--- config.mk ---
export PLATFORM = sky130hd
export DESIGN_NAME = axis_rr_arbiter
export DESIGN_NICKNAME = d
export VERILOG_FILES = /design/src/rtl/axis_rr_arbiter.sv
export SDC_FILE = /design/constraint.sdc
export NUM_CORES = 1
export LEC_CHECK = 0
export BUFFER_PORTS_ARGS = -buffer_cell sky130_fd_sc_hd__buf_2
export CORE_ASPECT_RATIO = 0.75
export CORE_MARGIN = 5
export CORE_UTILIZATION = 41
export CTS_BUF_LIST = sky130_fd_sc_hd__clkbuf_8
export DETAILED_ROUTE_END_ITERATION = 8
export PLACE_DENSITY = 0.88
export SLEW_MARGIN = 20
export SYNTH_ARGS = -nofsm -noshare
export SYNTH_HDL_FRONTEND = slang
export SYNTH_SLANG_ARGS = --single-unit
--- constraint.sdc ---
create_clock -name i_sclk -period 2.75 [get_ports i_sclk]
set_clock_uncertainty 0.05 [all_clocks]
set_input_delay 0.1375 -clock i_sclk [delete_from_list [all_inputs] [get_ports i_sclk]]
set_output_delay 0.1375 -clock i_sclk [all_outputs]
set_load 0.03 [all_outputs]
--- src/rtl/axis_rr_arbiter.sv ---
// N-to-1 AXI4-Stream round-robin arbiter with packet-granular grants.
// Optional per-packet beat watchdog is enabled by defining ARB_WATCHDOG_EN.
module axis_rr_arbiter #(
    parameter int NUM_MASTERS = 4,
    parameter int DATA_W      = 8,
    parameter int DEST_W      = 5,
    parameter int MAX_BEATS   = 16
) (
    input  logic                          i_sclk,
    input  logic                          i_srst,
    input  logic [NUM_MASTERS-1:0]        i_m_tvalid,
    input  logic [NUM_MASTERS*DATA_W-1:0] i_m_tdata,
    input  logic [NUM_MASTERS*DEST_W-1:0] i_m_tdest,
    input  logic [NUM_MASTERS-1:0]        i_m_tlast,
    output logic [NUM_MASTERS-1:0]        o_m_tready,
    output logic                          o_s_tvalid,
    output logic [DATA_W-1:0]             o_s_tdata,
    output logic [DEST_W-1:0]             o_s_tdest,
    output logic                          o_s_tlast,
    input  logic                          i_s_tready,
    output logic [NUM_MASTERS-1:0]        o_grant,
    output logic                          o_busy,
    output logic                          o_wd_err
);

    localparam int IDX_W = (NUM_MASTERS > 1) ? $clog2(NUM_MASTERS) : 1;

    typedef enum logic [0:0] {
        ST_IDLE   = 1'b0,
        ST_LOCKED = 1'b1
    } state_t;

    if (NUM_MASTERS < 2 || NUM_MASTERS > 8 || MAX_BEATS < 1) begin : g_param_check
        $error("axis_rr_arbiter: unsupported NUM_MASTERS or MAX_BEATS");
    end

    state_t                   state_q, state_d;
    logic [NUM_MASTERS-1:0]   grant_q, grant_d;
    logic [IDX_W-1:0]         gidx_q, gidx_d;
    logic [IDX_W-1:0]         last_q, last_d;
    logic [IDX_W-1:0]         pick_s;
    logic                     pick_vld_s;
    logic                     busy_s;
    logic                     sel_tvalid_s;
    logic                     sel_tlast_s;
    logic [DATA_W-1:0]        sel_tdata_s;
    logic [DEST_W-1:0]        sel_tdest_s;
    logic                     xfer_s;
    logic                     wd_hit_s;

    function automatic logic [NUM_MASTERS-1:0] onehot(input logic [IDX_W-1:0] idx);
        onehot = {{(NUM_MASTERS-1){1'b0}}, 1'b1} << idx;
    endfunction

    // Rotating-priority search starting just after the last granted master
    always_comb begin
        pick_s     = last_q;
        pick_vld_s = 1'b0;
        for (int i = 1; i <= NUM_MASTERS; i++) begin
            int               cand;
            logic [IDX_W-1:0] cand_idx;
            logic             hit;
            cand       = int'(last_q) + i;
            cand       = (cand >= NUM_MASTERS) ? (cand - NUM_MASTERS) : cand;
            cand_idx   = IDX_W'(cand);
            hit        = !pick_vld_s && i_m_tvalid[cand_idx];
            pick_s     = hit ? cand_idx : pick_s;
            pick_vld_s = pick_vld_s | hit;
        end
    end

    assign busy_s       = (state_q == ST_LOCKED);
    assign sel_tvalid_s = i_m_tvalid[gidx_q];
    assign sel_tlast_s  = i_m_tlast[gidx_q];
    assign sel_tdata_s  = i_m_tdata[gidx_q*DATA_W +: DATA_W];
    assign sel_tdest_s  = i_m_tdest[gidx_q*DEST_W +: DEST_W];
    assign xfer_s       = busy_s && sel_tvalid_s && i_s_tready;

    // Downstream mux; tready only reaches the granted master, everything is 0 when idle
    always_comb begin
        o_s_tvalid = 1'b0;
        o_s_tdata  = {DATA_W{1'b0}};
        o_s_tdest  = {DEST_W{1'b0}};
        o_s_tlast  = 1'b0;
        o_m_tready = {NUM_MASTERS{1'b0}};
        if (busy_s) begin
            o_s_tvalid = sel_tvalid_s;
            o_s_tdata  = sel_tdata_s;
            o_s_tdest  = sel_tdest_s;
            o_s_tlast  = sel_tlast_s;
            o_m_tready = grant_q & {NUM_MASTERS{i_s_tready}};
        end else begin
            o_m_tready = {NUM_MASTERS{1'b0}};
        end
    end

    // Arbitration FSM next state: grant taken in IDLE, released by tlast or watchdog
    always_comb begin
        state_d = state_q;
        grant_d = grant_q;
        gidx_d  = gidx_q;
        last_d  = last_q;
        case (state_q)
            ST_IDLE: begin
                if (pick_vld_s) begin
                    state_d = ST_LOCKED;
                    gidx_d  = pick_s;
                    grant_d = onehot(pick_s);
                end else begin
                    grant_d = {NUM_MASTERS{1'b0}};
                end
            end
            ST_LOCKED: begin
                if ((xfer_s && sel_tlast_s) || wd_hit_s) begin
                    state_d = ST_IDLE;
                    grant_d = {NUM_MASTERS{1'b0}};
                    last_d  = gidx_q;
                end else begin
                    state_d = ST_LOCKED;
                end
            end
            default: begin
                state_d = ST_IDLE;
                grant_d = {NUM_MASTERS{1'b0}};
            end
        endcase
    end

    // FSM and grant registers; reset points the pointer so master 0 wins first
    always_ff @(posedge i_sclk or posedge i_srst) begin
        if (i_srst) begin
            state_q <= ST_IDLE;
            grant_q <= {NUM_MASTERS{1'b0}};
            gidx_q  <= {IDX_W{1'b0}};
            last_q  <= IDX_W'(NUM_MASTERS - 1);
        end else begin
            state_q <= state_d;
            grant_q <= grant_d;
            gidx_q  <= gidx_d;
            last_q  <= last_d;
        end
    end

    assign o_grant = grant_q;
    assign o_busy  = busy_s;

`ifdef ARB_WATCHDOG_EN
    localparam int CNT_W = $clog2(MAX_BEATS) + 1;

    logic [CNT_W-1:0] beat_cnt_q, beat_cnt_d;
    logic             wd_err_q;

    // Beat counter: cleared while idle, counts accepted non-last beats
    always_comb begin
        beat_cnt_d = beat_cnt_q;
        if (!busy_s) begin
            beat_cnt_d = {CNT_W{1'b0}};
        end else if (xfer_s && !sel_tlast_s) begin
            beat_cnt_d = beat_cnt_q + {{(CNT_W-1){1'b0}}, 1'b1};
        end else begin
            beat_cnt_d = beat_cnt_q;
        end
    end

    // Abort fires on the beat that brings the count to the limit without tlast
    assign wd_hit_s = busy_s && xfer_s && !sel_tlast_s && (beat_cnt_d == CNT_W'(MAX_BEATS));

    // Watchdog counter and one-cycle error pulse
    always_ff @(posedge i_sclk or posedge i_srst) begin
        if (i_srst) begin
            beat_cnt_q <= {CNT_W{1'b0}};
            wd_err_q   <= 1'b0;
        end else begin
            beat_cnt_q <= beat_cnt_d;
            wd_err_q   <= wd_hit_s;
        end
    end

    assign o_wd_err = wd_err_q;
`else
    assign wd_hit_s = 1'b0;
    assign o_wd_err = 1'b0;
`endif

endmodule

# Word-level counts from Yosys, hierarchy flattened
# Index checks and enable logic that the tools add are counted.
# W data, S select, Z words.
[totals] latch_bits=0 output_inout_bits=25 reg_bits=9 romBits=0 ram_bits=0 memories=0 elab_cells=73 inputBits=63
[op_classes] order_cmp=9 bitwise_logic=5 reduce_logical=11 n_shift=3 n_eq_ne=1 n_mul=1 div=0 muxes=31 n_addsub=8
[ops] op="$shiftx A32 B6 Y8" count=1
[ops] op="$shiftx A20 B6 Y5" count=1
[ops] op="$mux W2" count=8
[ops] op="$lt A2 B3 Y1 const B" count=5
[ops] op="$bmux W1 S2" count=6
[ops] op="$mux W4" count=3
[ops] op="$mux W1" count=10
[ops] op="$ge A3 B3 Y1 const B" count=3
[ops] op="$mux W8" count=1
[ops] op="$pmux W4 S2" count=1
[ops] op="$sub A2 B1 Y2 const B" count=4
[ops] op="$add A2 B2 Y3 const B" count=2
[ops] op="$logic_and A1 B1 Y1" count=6
[ops] op="$mul A2 B3 Y5 const B" count=1
[ops] op="$mux W5" count=1
[ops] op="$add A2 B3 Y4 const B" count=1
[ops] op="$and A4 B4 Y4" count=1
[ops] op="$ge A4 B3 Y1 const B" count=1
[ops] op="$reduce_and A2 Y1" count=2
[ops] op="$shl A1 B2 Y4 const A" count=1
[ops] op="$add A2 B1 Y3 const B" count=1
[ops] op="$logic_not A1 Y1" count=3
[ops] op="$or A1 B1 Y1" count=3
[ops] op="$ne A2 B1 Y1 const B" count=1
[ops] op="other kinds (2)" count=2

# Logic depth before layout (Yosys ltp)
# Gate-level depths: netlist (run 1).
[logic_depth] depth_word=17 mapped_depth=4 ltp_nobuf=4

# Worst setup path after synthesis (run 1)
# No wires, ideal clock.
[synth_timing] path_type="reg2out" start="register gidx_q[0]" end="output port o_s_tdata[0]" setup_slack_ns=1.150 stages_incl_launch_ff=5 n_path_buf=2 arrival_time_ns=1.412 t_required_ns=2.562 path_cell_list="dfrtp_1 -> buf_6 -> buf_4 -> mux4_2 -> and2_1"
[synth_between] elab_chain_cells=2
[synth_rtl] item="from (decl)" line_no="39" rtl="logic [IDX_W-1:0] gidx_q, gidx_d;"
[synth_rtl] item="from (signal assigned)" line_no="134" rtl="gidx_q <= {IDX_W{1'b0}};"
[synth_rtl] item="from (signal assigned)" line_no="139" rtl="gidx_q <= gidx_d;"
[synth_rtl] item="$shiftx A32 B6 Y8" line_no="75" rtl="assign sel_tdata_s = i_m_tdata[gidx_q*DATA_W +: DATA_W];"
[synth_rtl] item="$mux W8" line_no="86" rtl="if (busy_s) begin"
[synth_rtl] item="to (decl)" line_no="17" rtl="output logic [DATA_W-1:0] o_s_tdata,"
# Every way passes these cells.

# Worst setup path in the final report (run 1)
[layout_timing] start="register gidx_q[1]" end="output port o_s_tvalid"
[layout_between] elab_chain_cells=3
[layout_rtl] item="$bmux W1 S2" line_no="73" rtl="assign sel_tvalid_s = i_m_tvalid[gidx_q];"
[layout_rtl] item="$mux W1 (implied by the code)" line_no="73"
[layout_rtl] item="$mux W1" line_no="86"
[layout_rtl] item="to (decl)" line_no="16" rtl="output logic o_s_tvalid,"
# Every way passes these cells. The select of a mux whose other input is x is not followed.

==> results of run 1 <==
==> worst max-delay path by stage <==
stage	cells past startpoint	startpoint	end
after floorplan	4	gidx_q[0]	o_s_tdata[0]
after global placement	3	gidx_q[1]	last_q[0]
after detailed placement	3	gidx_q[1]	last_q[0]
after CTS	3	gidx_q[1]	o_s_tvalid
after global routing	3	gidx_q[1]	o_s_tvalid
final	3	gidx_q[1]	o_s_tvalid
==> metrics by stage <==
stage,instances,area [um^2]
after floorplan,80,960.9
after global placement,194,1391
after detailed placement,194,1391
after CTS,199,1446
after global routing,199,1446
final,199,1446
==> logic make-up after synthesis <==
logic type / Yosys count / share of synthesized area (%)
AO/OA/AOI/OAI: 12 / 10.94
buffers and inverters: 9 / 5.989
flip-flops: 9 / 23.70
multiplexers: 18 / 39.45
other: 1 / 0.3903
AND/OR/NAND/NOR: 31 / 19.53
==> power groups by stage <==
stage / sequential (mW) / combinational, mW / clock, mW
floorplan: 0.286 / 0.907 / 0
global placement: 0.322 / 1.11 / 0
detailed placement: 0.327 / 1.12 / 0
CTS: 0.327 / 1.13 / 0.153
global route: 0.348 / 1.19 / 0.161
finish: 0.328 / 1.12 / 0.147
==> layout by cell type, fill, tap and decap left out, drive strengths merged, types with 2 or more instances in the layout <==
cell	instances
a32o	4
clkbuf	3
and3	5
nor2b	4
dfrtp	7
mux2	3
buf	87
dfstp	2
nor2	3
o21ai	2
and2	15
a21oi	2
mux4	15
inv	3
==> final cells by class <==
| cell class | count | area (um^2) | share of cell area, % |
|---|---|---|---|
| Inverter | 2 | 7.507 | 0.5190 |
| Clock inverter | 1 | 3.754 | 0.2595 |
| Timing Repair Buffer | 88 | 447.9 | 30.97 |
| Multi-Input combinational cell | 62 | 675.6 | 46.71 |
| Clock buffer | 3 | 41.29 | 2.855 |
| Sequential cell | 9 | 227.7 | 15.74 |
| Tap cell | 34 | 42.54 | 2.941 |
==> flip-flops by register name, summed over array words and instances (netlist names) <==
signal and count:
last_q 2, gidx_q 2, o_busy 1, o_grant 4
==> layer usage <==
layer  part of all wire (%)  wire length (um)  GRT usage [%]  vias to the layer above
li1                       -                 -              -                      483
met1                     36              1156          20.00                      504
met2                     52              1651          32.45                       48
met3                    9.7               309          6.479                        6
met4                    1.9                59          5.172                        0
met5                      0                 0              0                        -
==> worst max-delay path: cells and delay by family (launching register included) <==
kind                   cells  cell delay [ns]
buffers and inverters      1             0.17
multiplexers               1             0.65
flip-flops                 1             0.78
AND/OR/NAND/NOR            1             0.18
==> what timing repair did <==
action	in CTS	in global routing
hold endpoints to repair	7	0
gates resized for setup	0	0
hold buffers	1	0
==> results by group, run 1 <==
Status
  • Status: complete, no violations

Min path
  • Hold Path End: last_q[1]
  • Worst hold path class: in2reg
  • Hold depth: 3
  • Min-delay src: i_s_tready

Clocking
  • Post-CTS Setup Inserts: 0
  • Clock buffer depth: 2
  • Root buf cell: clkbuf_8
  • CTS tree: built
  • CTS Sinks: 9
  • CTS clk-pin slew, worst paths: 0.04 ns
  • Clk_lat worst skew: 0.23 ns
  • CTS buffer count: 3
  • H-tree levels: 1

Power
  • Reg power frac: 20.5%
  • Switching share of power: 50.41%
  • Pwr dens: 1106 nW/um^2
  • Gate power share: 70.3%
  • Clock share of power: 9.2%
  • Power Total: 1.600 mW
  • Pint: 793.2 uW
  • Max VDD drop: 0.5259 mV
  • Leak: 0.7453 nW
  • Switching pwr: 806.5 uW

STA
  • Count of final hold-check violations: 0
  • Fin. max-slew vios: 0
  • TNS Setup: 0 ns
  • Post-route clock period utilization: 79.74%
  • Fin Hold WS: 0.3135 ns
  • Fmax: 456.0 MHz
  • Final WS setup: 0.5571 ns
  • RSZ-0062 raised after global routing: false
  • Worst rel slew slack: 54.23%
  • Setup Viol. Count Final: 0
  • Min Tclk post-route: 2.193 ns
  • Worst slew pin tran: 0.6866 ns

Final layout
  • Final net count: 229
  • # diodes: 0
  • Layout cells sized above 1: 65.45%
  • Filler instances: 193
  • Final core occ: 63.69%
  • Synthesis-to-layout area growth: 50.52%

Critical path
  • FF-to-FF setup slack: 0.71 ns
  • CP peak stage delay: 0.78 ns
  • Critical path cell sequence: mux4_2 > and2_1 > buf_2
  • Critical setup path kind: reg2out
  • Worst Path Max Fanout: 17
  • Crit. End Element: primary output
  • Reg2Reg Depth: 3
  • Slowest cell on crit path: dfrtp_1
  • WP data required: 2.56 ns
  • Worst Path Arrival: 2.01 ns
  • R2R Path Start: gidx_q[1]
  • Worst Setup Start Kind: flop
  • Reg-to-reg endpoint: last_q[0]

Global routing
  • Global route overflow: 0
  • Global-route wire length before repair: 4664 um
  • GRT Total Usage: 18.04%
  • Vias in the first global route: 1001
  • Largest net degree at the start of global routing: 24
  • Antenna violations before repair: 0

Synthesis
  • Ys Warns: 0
  • Post-Syn Nets: 143
  • Share of the yosys chip area belonging to registers: 23.70%
  • Synth unique cells: 27
  • Most numerous cell in the Yosys netlist: and2_1
  • Number of synthesized flops with an enable pin: 0
  • Synth area leader: mux4_2
  • FFs w/ async S/R, synth: 100.0%
  • Mapped cell area: 960.9 um^2
  • Most used flip-flop cell after synthesis: dfrtp_1
  • Synth top cells by count: 15 x and2_1, 13 x mux4_2, 7 x dfrtp_1
  • Mean post-synth cell area: 12.01 um^2
  • Post-synth top area share: 30.47%
  • Yosys reg bits: 9
  • Most area-consuming cells after synthesis: mux4_2 30%, dfrtp_1 18%, and2_1 9.8%, dfstp_2 5.5%, mux4_1 5.5%
  • Synth Instances: 80

Placed design
  • GPL Wtd Cong: 0.7527
  • IO buf count: 86
  • Hpwl dp: 2581 um
  • Dpl ws: 0.7364 ns

Detailed routing
  • Routed WL per cell: 15.96 um
  • DRC: 0
  • Drt first pass iters: 4
  • Iter 0 DRT Violations: 16
  • Vias per cell: 5.231
  • Routed WL: 3176 um
  • Via count: 1041
  • Antenna Nets Post-Route: 0

Floorplanning
  • Core area: 2271 um^2
  • Width of the die: 65.90 um
  • Die area: 3422 um^2
  • IO Pins: 88
  • Die Y-Extent: 51.93 um
  • # rows: 15
  • Starting Density: 42.31%

Job
  • MaxCap Viol Count: 0
Note: power is estimated with default switching activity, not from simulation.
==> run 2: changes to the inputs <==
- CORE_UTILIZATION: 41 -> 38
- PLACE_DENSITY: 0.88 -> 0.82
- clock period: 2.75 -> 2.2 ns (I/O delays scaled with it)
==> run 2 against run 1 <==
  * Worst hold slack got worse by 0.010 ns
  * Highest routed layer unchanged
  * Critical path type unchanged
  * Die area rose by 6.5%
  * Global-route usage fell by 0.49 points
  * Clock power rose by 32%
  * Clock-buffer cell count did not move
==> results by group, run 2 (synthesized netlist as in run 1, its figures left out) <==
Global routing
  • Global route overflow: 0
  • GRT Total Usage: 17.55%
  • Antenna violations before repair: 0
  • Largest net degree at the start of global routing: 24
  • Vias in the first global route: 1047
  • Global-route wire length before repair: 4788 um

Floorplanning
  • Starting Density: 40.63%
  • Die area: 3645 um^2
  • IO Pins: 88
  • Width of the die: 68.07 um
  • Die Y-Extent: 53.55 um
  • # rows: 15
  • Core area: 2365 um^2

STA
  • RSZ-0062 raised after global routing: false
  • Count of final hold-check violations: 0
  • Min Tclk post-route: 2.013 ns
  • Fin. max-slew vios: 0
  • Fmax: 496.9 MHz
  • Fin Hold WS: 0.3032 ns
  • Worst rel slew slack: 63.52%
  • Worst slew pin tran: 0.5472 ns
  • Setup Viol. Count Final: 0
  • Post-route clock period utilization: 91.48%
  • TNS Setup: 0 ns

Critical path
  • Worst Setup Start Kind: flop
  • WP data required: 2.04 ns
  • Worst Path Arrival: 1.85 ns
  • CP peak stage delay: 0.57 ns
  • Critical setup path kind: reg2out
  • Crit. End Element: primary output
  • Slowest cell on crit path: mux4_1
  • Worst Path Max Fanout: 13
  • Critical path cell sequence: buf_4 > mux4_1 > and2_1 > buf_2

Detailed routing
  • Routed WL per cell: 16.80 um
  • Vias per cell: 5.264
  • Iter 0 DRT Violations: 73
  • Drt first pass iters: 4
  • Via count: 1058
  • DRC: 0
  • Antenna Nets Post-Route: 0
  • Routed WL: 3377 um

Clocking
  • H-tree levels: 1
  • CTS buffer count: 3
  • Gates resized, CTS repair: 0
  • Post-CTS Setup Inserts: 0
  • Clk_lat worst skew: 0.23 ns
  • CTS Sinks: 9
  • Clock buffer depth: 2
  • # hold bufs at CTS: 1
  • Root buf cell: clkbuf_8
  • CTS clk-pin slew, worst paths: 0.05 ns
  • CTS tree: built

Placed design
  • Hpwl dp: 2793 um
  • IO buf count: 86
  • Placement-stage cell area: 1406 um^2
  • GPL Wtd Cong: 0.8471

Power
  • Leak: 0.7539 nW
  • Power Total: 2.031 mW
  • Pwr dens: 1389 nW/um^2
  • Max VDD drop: 0.3506 mV

Final layout
  • Max reg flops: 4
  • Layout cells sized above 1: 66.47%
  • Most frequent cells in the layout: 86 x buf_2, 15 x and2_1, 13 x mux4_2
  • Most common cell after layout, fill and taps aside: buf_2
  • Final core occ: 61.85%
  • # diodes: 0
  • Synthesis-to-layout area growth: 52.21%
  • Filler instances: 196
  • Final net count: 231
  • Post-route cell area: 1463 um^2

Status
  • Status: complete, no violations

Job
  • MaxCap Viol Count: 0

Min path
  • Worst hold path class: in2reg
## run 2: area by class of cell
cell class,count,area [um^2],area share (%)
Sequential cell,9,227.7,15.57
Timing Repair Buffer,90,462.9,31.65
Tap cell,34,42.54,2.908
Clock inverter,1,5.005,0.3422
Inverter,2,7.507,0.5133
Multi-Input combinational cell,62,675.6,46.19
Clock buffer,3,41.29,2.823
## run 2: where the power goes
part | total (mW) | switching, mW | leakage, nW | internal (mW)
registers | 0.362 | 0.112 | 0.107 | 0.249
clock network | 0.194 | 0.0703 | 0.0255 | 0.124
logic | 1.48 | 0.836 | 0.621 | 0.639
total | 2.03 | 1.02 | 0.754 | 1.01
## run 2: metal layers
metal | GRT usage [%] | vias up | part of all wire (%)
met1 | 20.58 | 489 | 35
met5 | 0 | - | 0
met3 | 3.758 | 4 | 12
li1 | - | 486 | -
met4 | 6.601 | 0 | 0.59
met2 | 31.52 | 79 | 53
## run 2: path summary, 6_finish.rpt
check | start | to | cells after the start | slack (ns)
max in group asynchronous | i_srst | last_q[0] | 3 | 1.46
setup reg to reg | gidx_q[1] | last_q[0] | 3 | 0.46
hold reg to reg | o_grant[3] | o_grant[3] | 1 | 0.46
setup / recovery | gidx_q[0] | o_s_tdest[4] | 4 | 0.19
min in group asynchronous | i_srst | o_grant[2] | 3 | 0.34
hold / removal | i_s_tready | last_q[1] | 3 | 0.30
## run 2: critical path, delay by kind of cell, from the launching register on
family / cells / cell delay (ns)
buf+inv: 2 / 0.47
flops: 1 / 0.42
simple gates: 1 / 0.16
mux: 1 / 0.57
## run 2: metrics by stage
step | instances | setup slack (ns)
after floorplan | 80 | 0.6029
after global placement | 196 | 0.4548
after detailed placement | 196 | 0.4225
after CTS | 201 | 0.1782
after global routing | 201 | 0.09620
final | 201 | 0.1875
